`config.mk`:
```
export PLATFORM = sky130hd
export DESIGN_NAME = serial_tx
export DESIGN_NICKNAME = d
export VERILOG_FILES = /design/src/rtl/serial_pkg.sv /design/src/rtl/serial_fifo.sv /design/src/rtl/serial_tx.sv
export SDC_FILE = /design/constraint.sdc
export NUM_CORES = 1
export LEC_CHECK = 0
export BUFFER_PORTS_ARGS = -buffer_cell sky130_fd_sc_hd__buf_2
export CORE_MARGIN = 1
export CORE_UTILIZATION = 62
export DETAILED_ROUTE_END_ITERATION = 16
export GPL_TIMING_DRIVEN = 0
export PLACE_DENSITY = 0.76
export RECOVER_POWER = 25
export SLEW_MARGIN = 20
export SYNTH_ARGS = -nofsm -noshare
export SYNTH_HDL_FRONTEND = slang
export SYNTH_SLANG_ARGS = --single-unit
export TNS_END_PERCENT = 50
```
`constraint.sdc`:
```
create_clock -name clk -period 2.8 [get_ports clk]
set_input_delay 0.14 -clock clk [delete_from_list [all_inputs] [get_ports clk]]
set_output_delay 0.14 -clock clk [all_outputs]
set_load 0.05 [all_outputs]
```
`src/rtl/serial_pkg.sv`:
```
// serial_pkg: shared definitions for the Raspberry Pi UART link (serial_tx / serial_rx).
// Build option: SERIAL_TX_PARITY_EN adds the PARITY state to the frame FSM encoding.
package serial_pkg;

    localparam int unsigned DEFAULT_CLK_DIV = 868;   // 100 MHz / 115200 baud
    localparam int unsigned DATA_BITS       = 8;

`ifdef SERIAL_TX_PARITY_EN
    typedef enum logic [2:0] {
        IDLE,
        START,
        DATA,
        PARITY,
        STOP
    } state_t;
`else
    typedef enum logic [1:0] {
        IDLE,
        START,
        DATA,
        STOP
    } state_t;
`endif

    // Even parity over a data word: XOR of all bits.
    function automatic logic even_parity(input logic [DATA_BITS-1:0] data);
        return ^data;
    endfunction

endpackage

```
`src/rtl/serial_fifo.sv`:
```
// serial_fifo: synchronous FIFO with registered full/empty flags.
// Pointers carry one extra wrap bit so full and empty are told apart without a counter.
module serial_fifo #(
    parameter int unsigned WIDTH = 8,
    parameter int unsigned DEPTH = 16
) (
    input  logic             clk,
    input  logic             rst_n,
    input  logic             wr,
    input  logic [WIDTH-1:0] wr_data,
    input  logic             rd,
    output logic [WIDTH-1:0] rd_data,
    output logic             full,
    output logic             empty
);

    localparam int unsigned AW = (DEPTH > 1) ? $clog2(DEPTH) : 1;

    logic [WIDTH-1:0] mem [DEPTH];
    logic [AW:0]      wr_ptr;
    logic [AW:0]      rd_ptr;
    logic [AW:0]      wr_ptr_next;
    logic [AW:0]      rd_ptr_next;
    logic             push;
    logic             pull;

    // Requests are qualified by the registered flags, so a write while full is
    // dropped even if a read frees a slot in the same cycle.
    assign push        = wr && !full;
    assign pull        = rd && !empty;
    assign wr_ptr_next = push ? wr_ptr + 1'b1 : wr_ptr;
    assign rd_ptr_next = pull ? rd_ptr + 1'b1 : rd_ptr;

    // Head of queue is visible combinationally so the consumer can pop and use it in one cycle.
    assign rd_data = mem[rd_ptr[AW-1:0]];

    // Pointer and flag registers; flags are computed from the next pointers so
    // they describe the occupancy after the edge.
    always_ff @(posedge clk or negedge rst_n) begin
        if (!rst_n) begin
            wr_ptr <= '0;
            rd_ptr <= '0;
            full   <= 1'b0;
            empty  <= 1'b1;
        end else begin
            wr_ptr <= wr_ptr_next;
            rd_ptr <= rd_ptr_next;
            full   <= (wr_ptr_next[AW] != rd_ptr_next[AW]) &&
                      (wr_ptr_next[AW-1:0] == rd_ptr_next[AW-1:0]);
            empty  <= (wr_ptr_next == rd_ptr_next);
        end
    end

    // Storage array write port; contents are not reset, the pointers define validity.
    always_ff @(posedge clk) begin
        if (push) begin
            mem[wr_ptr[AW-1:0]] <= wr_data;
        end
    end

endmodule

```
`src/rtl/serial_tx.sv`:
```
// serial_tx: UART transmitter for the stepper controller's Raspberry Pi link.
// Bytes are queued in serial_fifo and sent LSB first, 8N1 by default.
// Build option: define SERIAL_TX_PARITY_EN for 8E1 framing (extra even-parity bit).
module serial_tx
    import serial_pkg::*;
#(
    parameter int unsigned CLK_DIV    = DEFAULT_CLK_DIV,
    parameter int unsigned FIFO_DEPTH = 16
) (
    input  logic       clk,
    input  logic       rst_n,
    input  logic [7:0] tx_byte,
    input  logic       tx_wr,
    output logic       tx_full,
    output logic       tx_idle,
    output logic       overflow,
    output logic       tx
);

    localparam logic [15:0] BAUD_RELOAD = 16'(CLK_DIV - 1);
    localparam logic [2:0]  LAST_BIT    = 3'(DATA_BITS - 1);

    state_t               state;
    state_t               state_next;
    logic [15:0]          baud_cnt;
    logic [2:0]           bit_cnt;
    logic [DATA_BITS-1:0] shift;
    logic [DATA_BITS-1:0] fifo_data;
    logic                 fifo_empty;
    logic                 pop;
    logic                 bit_done;
    logic                 tx_next;
`ifdef SERIAL_TX_PARITY_EN
    logic                 parity_bit;
`endif

    serial_fifo #(
        .WIDTH (DATA_BITS),
        .DEPTH (FIFO_DEPTH)
    ) u_fifo (
        .clk     (clk),
        .rst_n   (rst_n),
        .wr      (tx_wr),
        .wr_data (tx_byte),
        .rd      (pop),
        .rd_data (fifo_data),
        .full    (tx_full),
        .empty   (fifo_empty)
    );

    assign bit_done = (baud_cnt == 16'd0);

    // Frame state register.
    always_ff @(posedge clk or negedge rst_n) begin
        if (!rst_n) begin
            state <= IDLE;
        end else begin
            state <= state_next;
        end
    end

    // Next-state, FIFO pop and line level for the current bit period.
    always_comb begin
        state_next = state;
        pop        = 1'b0;
        tx_next    = 1'b1;
        case (state)
            IDLE: begin
                tx_next = 1'b1;
                if (!fifo_empty) begin
                    pop        = 1'b1;
                    state_next = START;
                end
            end
            START: begin
                tx_next = 1'b0;
                if (bit_done) begin
                    state_next = DATA;
                end
            end
            DATA: begin
                tx_next = shift[0];
                if (bit_done && (bit_cnt == LAST_BIT)) begin
`ifdef SERIAL_TX_PARITY_EN
                    state_next = PARITY;
`else
                    state_next = STOP;
`endif
                end
            end
`ifdef SERIAL_TX_PARITY_EN
            PARITY: begin
                tx_next = parity_bit;
                if (bit_done) begin
                    state_next = STOP;
                end
            end
`endif
            STOP: begin
                tx_next = 1'b1;
                if (bit_done) begin
                    // Chain straight into the next start bit when more bytes are waiting.
                    if (!fifo_empty) begin
                        pop        = 1'b1;
                        state_next = START;
                    end else begin
                        state_next = IDLE;
                    end
                end
            end
            default: begin
                state_next = IDLE;
            end
        endcase
    end

    // Baud and bit counters: reloaded on every bit boundary so each bit is exactly CLK_DIV clocks.
    always_ff @(posedge clk or negedge rst_n) begin
        if (!rst_n) begin
            baud_cnt <= BAUD_RELOAD;
            bit_cnt  <= 3'd0;
        end else begin
            if (state == IDLE || bit_done) begin
                baud_cnt <= BAUD_RELOAD;
            end else begin
                baud_cnt <= baud_cnt - 16'd1;
            end
            if (state != DATA) begin
                bit_cnt <= 3'd0;
            end else if (bit_done) begin
                bit_cnt <= bit_cnt + 3'd1;
            end
        end
    end

    // Shift register (and parity) loaded on pop, shifted right at the end of each data bit.
    always_ff @(posedge clk) begin
        if (pop) begin
            shift <= fifo_data;
        end else if (state == DATA && bit_done) begin
            shift <= {1'b0, shift[DATA_BITS-1:1]};
        end
`ifdef SERIAL_TX_PARITY_EN
        if (pop) begin
            parity_bit <= even_parity(fifo_data);
        end
`endif
    end

    // Registered outputs; tx lags the FSM by one clock, uniformly for every bit.
    always_ff @(posedge clk or negedge rst_n) begin
        if (!rst_n) begin
            tx       <= 1'b1;
            tx_idle  <= 1'b1;
            overflow <= 1'b0;
        end else begin
            tx       <= tx_next;
            tx_idle  <= (state == IDLE) && fifo_empty;
            overflow <= overflow | (tx_wr & tx_full);
        end
    end

endmodule
```
Yosys cells after proc, flatten, opt, wreduce, memory -nomap -nowiden
Memories as Yosys holds them, arrays and structs flattened.
Index checks and enable logic that the tools add are counted.
W data, S select, Z words.
- input port bits: 11
- register bits: 44
- bits in writable memories: 128
- output and inout port bits: 4
- memories kept: 1
- memories (name ; words ; width ; rd ports ; clocked after Yosys merged registers in ; wr ports ; RTL line ; RTL):
    u_fifo.mem ; 16 ; 8 ; 1 ; 0 ; 1 ; serial_fifo.sv:19 ; logic [WIDTH-1:0] mem [DEPTH];
- equal/unequal tests: 12
- bitwise operators: 2
- reductions and logical operators: 15
- muxes and demuxes: 19
- $add $sub $neg: 4
- operator list (cell ; number):
    $logic_not A16 Y1 ; 1
    $mux W16 ; 1
    $mux W8 ; 2
    $sub A16 B1 Y16 const B ; 1
    $add A5 B1 Y5 const B ; 2
    $mux W5 ; 2
    $ne A2 B2 Y1 const B ; 5
    $mux W2 ; 4
    $pmux W2 S4 ; 1
    $logic_and A1 B1 Y1 ; 6
    $mux W3 ; 2
    $eq A5 B5 Y1 ; 1
    $mux W1 ; 5
    $eq A2 B2 Y1 const B ; 2
    $eq A4 B4 Y1 ; 1
    $reduce_and A4 Y1 ; 1
    $reduce_bool A2 Y1 ; 2
    $add A3 B1 Y3 const B ; 1
    $eq A3 B3 Y1 const B ; 1
    $pmux W1 S3 ; 1
    $eq A2 B1 Y1 const B ; 1
    $logic_not A1 Y1 ; 2
    $logic_not A2 Y1 ; 1
    $pmux W1 S2 ; 1
    5 further kinds ; 5

Logic depth before layout (Yosys ltp)
Gate-level depths: netlist of run 1.
- depth after elaboration: 7
- mapped depth: 9
- gate-level depth less buffers: 8

Hierarchy
From an unflattened synthesis of run 1, not the netlist that was laid out.
- cells, all modules: 410
- area total of the unflattened synthesis: 7153.1 um2
- by module, submodules not included (module ; area an instance (um2) ; cells an instance ; times used):
    serial_fifo ; 5499.0 ; 269 ; 1
    serial_tx ; 1654.1 ; 141 ; 1

Least setup slack after synthesis of run 1
No wires, ideal clock.
- kind: reg-to-reg
- start point: register u_fifo.rd_ptr[0]
- end point: register shift[0] (data pin)
- setup time: 0.260 ns
- arrival: 1.975 ns
- cell stages (with the launch flop): 6
- path slack: 0.565 ns
- path through: dfrtp_1 buf_2 buf_4 mux4_2 mux4_2 mux2_2
- cells in the longest elaborated chain, start to end: 2
- RTL lines (what ; RTL line ; RTL):
    start: declaration ; serial_fifo.sv:21 ; logic [AW:0] rd_ptr;
    start signal: assignment ; serial_fifo.sv:47 ; rd_ptr <= rd_ptr_next;
    $mem_v2 Z16 W8 ; - ;
    $mux W8 ; serial_tx.sv:138 ; if (pop) begin
    end signal: assignment ; serial_tx.sv:139 ; shift <= fifo_data;
    end signal: assignment ; serial_tx.sv:141 ; shift <= {1'b0, shift[DATA_BITS-1:1]};
    end: declaration ; serial_tx.sv:27 ; logic [DATA_BITS-1:0] shift;
No other way between the ends.
A chain may end at the register's enable or synchronous reset.

Final worst setup path of run 1
- start point: register u_fifo.rd_ptr[1]
- end point: register shift[5] (data pin)
The elaborated chain is that of the path after synthesis.

==> results of run 1 <==
routing by layer:
| metal | share of wire, % | GRT usage (%) |
|---|---|---|
| met5 | 0 | 0 |
| met4 | 2.8 | 10.71 |
| met3 | 6.6 | 8.877 |
| met2 | 51 | 41.22 |
| met1 | 40 | 34.77 |
cells by family (layout without fill, tap and decap cells):
kind of cell	Yosys count	count (layout)	share of synthesized area, %
buf+inv	24	78	1.806
flops	172	172	68.69
fa+ha+maj	13	13	2.236
compound gates	24	24	2.288
xor+xnor	22	22	3.028
mux	47	47	13.30
simple gates	108	108	8.653
registers in the layout, summed over array words and instances (netlist names):
signal	count
u_fifo.wr_ptr	5
tx_idle	1
u_fifo.empty	1
u_fifo.mem	128
bit_cnt	3
state	2
u_fifo.rd_ptr	5
tx	1
u_fifo.full	1
overflow	1
shift	8
baud_cnt	16
layout make-up:
cell class,instances,share of cell area [%]
Tap cell,143,2.182
Timing Repair Buffer,22,1.541
Inverter,6,0.2746
Multi-Input combinational cell,214,26.59
Sequential cell,172,60.92
Clock buffer,19,5.278
Buffer,18,1.358
Clock inverter,13,1.861
where the power goes:
group          switching [uW]  internal, uW
Sequential               76.5          3010
Clock                     993          1330
Combinational             455           252
per-stage QoR:
stage          total power (uW)  setup slack [ns]  std cells  util [%]
4_1_cts                    6151           0.02487        607     71.84
3_5_place_dp               3837            0.1264        573     66.54
3_3_place_gp               3763            0.1446        567     65.88
5_1_grt                    6335           0.04382        607     71.83
6_report                   6121            0.2272        607     71.83
2_1_floorplan              3572            0.5651        410         -
synthesized netlist by cell type, types with 3 or more instances:
cell / n
a211oi_1: 3
dfrtp_1: 27
clkbuf_1: 8
o31ai_1: 3
dfstp_2: 9
nor4_4: 3
xnor2_1: 10
nor2_1: 25
nand2_1: 24
nor2b_1: 4
a21oi_1: 4
edfxtp_1: 136
nand3_1: 5
o21ai_0: 4
xor2_1: 10
mux2_2: 7
buf_4: 3
nand2b_1: 11
nand4_1: 3
ha_1: 13
nand3b_1: 3
nor3_1: 9
and2_1: 4
inv_1: 6
buf_2: 4
mux4_2: 39
what timing repair did:
item,in CTS,in global routing
hold buffers,2,0
gates resized for setup,0,5
endpoints found under the setup margin,0,4
endpoints found under the hold margin,28,0
cell usage in the layout (no fill, tap or decap), types with 6 or more instances in the layout:
master     netlist  final
edfxtp_1       136    136
mux4_2          39     39
dfrtp_1         27     27
nor2_1          25     25
nand2_1         24     24
clkbuf_16        0     17
clkbuf_1         8     15
ha_1            13     13
buf_2            4     11
nand2b_1        11     11
xnor2_1         10     10
xor2_1          10     10
buf_4            3      9
dfstp_2          9      9
mux2_2           7      7
inv_1            6      6
nor3_2           0      6
final timing paths:
path,start,end,slack (ns),cells after the start
worst max-delay path,u_fifo.rd_ptr[1]$_DFF_PN0_,shift[5]$_DFFE_PP_,0.23,5
worst min-delay path,tx_byte[1],u_fifo.mem[6][1]$_DFFE_PP_,0.11,1
worst max register to register,u_fifo.rd_ptr[1]$_DFF_PN0_,shift[5]$_DFFE_PP_,0.23,5
worst min register to register,overflow$_DFF_PN0_,overflow$_DFF_PN0_,0.46,1
max in group asynchronous,rst_n,baud_cnt[4]$_DFF_PN0_,1.95,2
min in group asynchronous,rst_n,baud_cnt[14]$_DFF_PN0_,0.35,2
critical path, cell delays in order (launching register included):
cell and delay [ns]:
dfrtp_1 0.35, buf_2 0.31, clkbuf_1 0.51, mux4_2 0.41, mux4_2 0.49, mux2_2 0.27
==> impl_results.md, run 1 <==
* Reg clk slew, reported paths at 0.07 ns
* Flip-flop and latch area at 4996 um2
* Fraction of layout cells with a size suffix above 1 at 27.80%
* Count of cell types in the netlist at 52
* Clock Tree Root: clkbuf_16
* Post-synth EDFFs at 136
* Synth top area share at 56.15%
* Cell taking the most area after synthesis: edfxtp_1
* Avg Cell Area, Syn at around 18 um2
* Number of global-route vias before repair at about 3.8k
* Final setup vio count at 0
* Final Instance Area at just over 8000 um2
* Initial antenna violation count at 0
* First-pass GRT wire length at 21.47 mm
* Final HPWL from detailed placement at 9.027 mm
* Worst endpoint data arrival time at 2.76 ns
* Site Rows at 39
* Via count at 3789
* Clk buf depth at 2
* Core ar. at 11420 um2
* Worst relative slew slack at a little under a third
* Grt ovf at 0
* Hold Slack at around 0.11 ns
* DP Area at 7597 um2
* RSZ-0062 raised after global routing: false
* Multi-input logic area at ~2200 um2
* Num CTS Buffers at 17
* Maximum vdd drop at 0.0008195 V
* Nets at about 480
* Initial core utilization at 63.70%
* Post-CTS Setup Inserts at 0
* # port buffers at 14
* TNS Setup at 0 ns
* Drt via density at 6.242
* Fmax at 388.7 MHz
* Remaining antenna violation count after routing at 0
* # fillers at 739
* CTS tree: done
* PwrDens at 746.3 nW/um2
* Crit. End Element: flop
* Routability Congestion at 0.7899
* Register area share after synthesis at a little under 70%
* Tightest Pin Transition at ~1.0 ns
* Drt drc at 0
* Static Leak at 0.002872 uW
* Total Wirelength at 14.17 mm
* Syn Std Cell Area at 7273 um2
* Slew Limit Fails at 0
* Min Tclk post-route at 2.573 ns
* H-Tree Depth at 4
* Io pins at 15
* WP data required at 2.99 ns
* Diodes inserted at 0
* DR pass1 iterations at 4
* CP Max Fanout at 10
* Startpoint Class: flop
* Die area at between 10000 and 15000 um2
* Largest cells by area after synthesis: edfxtp_1 56%, mux4_2 12%, dfrtp_1 9.3%
* Final count of hold timing violations at 0
* Clock skew at 0.009893 ns
* Wire per inst at approximately 23 um
* Outcome: complete, no violations
* FFs w/ async S/R, synth at 20.93%
* Min-Delay Path Class: input pin to flop
* Post-Synthesis Cells at roughly 400
* Max Cap Viol at 0
* Synth Register Bits at 172
* Final period util at 91.89%
* Die height at 110.3 um
* P&R area growth vs syn at 12.76%
* Die X-Extent at 110.3 um
* Synth warnings at 0
* CTS sink count at between 150 and 200
* Ys flop type: edfxtp_1
* WS Path Type: flop to flop
* Post-Synthesis Net Count at 434
* Initial DRC Count at 324
* Clk Latency, worst-skew pair at 0.43 ns
* Largest net degree at the start of global routing at 37
* Gr usage total at 26.50%
Power figures use the tool's default switching activity.
==> inputs of run 2 (changes only) <==
SYNTH_HIERARCHICAL = 1   (was unset)
==> impl_results.md, run 2 <==
* Outcome: complete, no violations
* Largest net degree at the start of global routing at 37
* Die X-Extent at 109.4 um
* Min Tclk post-route at ~2.6 ns
* Synth warnings at 6
* Crit. End Element: flop
* Worst endpoint data arrival time at 2.97 ns
* Wire per inst at 22.20 um
* Syn Std Cell Area at 7153 um2
* Drt drc at 0
* Final period util at between 90% and 100%
* Synth top area share at 57.09%
* Post-Synthesis Net Count at 434
* H-Tree Depth at 4
* P&R area growth vs syn at 12.49%
* Post-Synthesis Cells at 410
* Min-Delay Path Class: input pin to flop
* Fin cells at between 600 and 700
* Commonest non-fill, non-tap cell in the layout: edfxtp_1
* CP Cell Sequence: inv_1, ha_1, nor2_4, nand3_1, o21ai_4, nand3b_1, xnor2_2, xor2_1, or3_4, nor3_1
* Final count of hold timing violations at 0
* Die area at 11970 um2
* Fmax at between 300 and 400 MHz
* Register area share after synthesis at 69.84%
* Nets at 473
* First-pass GRT wire length at 20.52 mm
* Clk buf depth at 2
* Max Cap Viol at 0
* Largest cells by area after synthesis: edfxtp_1 57%, mux4_2 10%, dfrtp_1 9.4%
* Num CTS Buffers at 17
* Startpoint Class: flop
* Top delay family on crit path: simple AND/OR/NAND/NOR gates
* PwrDens at 1031 nW/um2
* Buf/Inv on CP at 1
* Fraction of layout cells with a size suffix above 1 at 25.76%
* Total Wirelength at 13.37 mm
* FFs w/ async S/R, synth at 20.93%
* Tightest Pin Transition at between 1 and 1.5 ns
* Routability Congestion at between 0.7 and 0.8
* Clk Latency, worst-skew pair at 0.43 ns
* Io pins at 15
* Synth Register Bits at 172
* Slew Limit Fails at 0
* Reg clk slew, reported paths at about 0.070 ns
* Clock Tree Root: clkbuf_16
* Post-synth EDFFs at 136
* TNS Setup at 0 ns
* Static Leak at 0.002806 uW
* Drt via density at 6.224
* CP max stage cell: dfrtp_1
* Core ar. at 11030 um2
* Diodes inserted at 0
* Most frequent cells in the layout: 136 x edfxtp_1, 32 x mux4_2, 27 x dfrtp_1
* WP data required at 3.15 ns
* Count of cell types in the netlist at 48
* Initial antenna violation count at 0
* Crit-path max cell delay at between 0.4 and 0.5 ns
* Cell count after placement at between 500 and 600
* Site Rows at 38
* CTS tree: done
* Max reg flops at 128
* Initial DRC Count at 314
* Final setup vio count at 0
* Most common cell in the netlist: edfxtp_1
* Maximum vdd drop at 0.0007399 V
* Cell taking the most area after synthesis: edfxtp_1
* Worst relative slew slack at 22.30%
* CP Max Fanout at 5
* Avg Cell Area, Syn at 17.45 um2
* Via count at about 3.7k
* Remaining antenna violation count after routing at 0
* DR pass1 iterations at 5
* Number of global-route vias before repair at 3652
* # port buffers at 14
* Initial core utilization at 64.85%
* Synth top cells by count: 136 x edfxtp_1, 32 x mux4_2, 27 x dfrtp_1, 26 x nor2_1, 23 x nand2_1
* Clock skew at 0.01232 ns
* Gr usage total at 24.93%
* CTS sink count at around 170
* Ys flop type: edfxtp_1
* Grt ovf at 0
* Die height at 109.4 um
* Final HPWL from detailed placement at 8.493 mm
* WS Path Type: flop to flop
-- run 2: worst paths after layout --
path | cells after the start | endpoint | start | slack (ns)
worst max-delay path | 10 | u_fifo/full$_DFF_PN0_ | state[0]$_DFFE_PN0P_ | 0.18
min in group asynchronous | 2 | u_fifo/rd_ptr[0]$_DFF_PN0_ | rst_n | 0.34
worst max register to register | 10 | u_fifo/full$_DFF_PN0_ | state[0]$_DFFE_PN0P_ | 0.18
worst min-delay path | 1 | u_fifo/mem[8][1]$_DFFE_PP_ | tx_byte[1] | 0.14
worst min register to register | 1 | overflow$_DFF_PN0_ | overflow$_DFF_PN0_ | 0.45
max in group asynchronous | 2 | baud_cnt[12]$_DFF_PN0_ | rst_n | 1.96
-- run 2: where the power goes --
| group | total [uW] | internal, uW | switching [uW] | leakage, uW |
|---|---|---|---|---|
| combinational | 2630 | 1130 | 1500 | 0.000864 |
| clock | 2240 | 1240 | 999 | 0.000266 |
| sequential | 3420 | 3230 | 195 | 0.00168 |
-- run 2: logic make-up after synthesis --
logic type	count (synthesis)	synth area share [%]
buffers and inverters	25	1.662
adder cells (fa/ha/maj)	13	2.274
flip-flops	172	69.84
AND/OR/NAND/NOR	99	7.923
XOR/XNOR	23	2.816
multiplexers	44	12.03
AO/OA/AOI/OAI	34	3.446
-- run 2: timing repair --
item | CTS | global route
endpoints found under the setup margin | 10 | 2
gates cloned | 0 | 0
pin swaps | 1 | 3
setup buffers | 1 | 3
resized for setup | 1 | 4
hold buffers | 2 | 0
hold endpoints to repair | 28 | 0
-- run 2: layout make-up --
cell class              instances  area (um2)
flip-flops and latches        172        4996
well taps                     140       175.2
fillers                       650        2984
plain buffers                  16       85.08
clock buffers                  18       429.2
inverters                       9       33.78
repair buffers                 20       111.4
multi-input cells             213        2081
clock inverters                14       135.1
-- run 2: stage by stage --
step	instance area, um2	hold WS, ns	utilization, %	worst slack [ns]	power (uW)
floorplan	7153	-0.1556	-	0.2496	5335
global placement	7398	0.2588	67.07	-0.07459	5921
detailed placement	7413	0.2724	67.21	-0.09618	6013
CTS	8005	0.08967	72.57	0.05466	8271
global route	8046	0.1306	72.95	-0.01964	8695
finish	8046	0.1399	72.95	0.1792	8295
-- run 2: per-layer routing --
layer  vias to the layer above  track usage (%)  part of all wire (%)
met2                       123            39.62                    49
met4                         0            8.762                   1.9
met1                      1931            33.74                    44
li1                       1675                -                     -
met3                        18            6.580                   4.9
met5                         -                0                     0
-- run 2: worst reg2reg max path: stages, from the launching register on --
cell and delay [ns]:
dfrtp_1 0.41, inv_1 0.14, ha_1 0.38, nor2_4 0.15
nand3_1 0.14, o21ai_4 0.25, nand3b_1 0.17, xnor2_2 0.19
xor2_1 0.15, or3_4 0.38, nor3_1 0.18
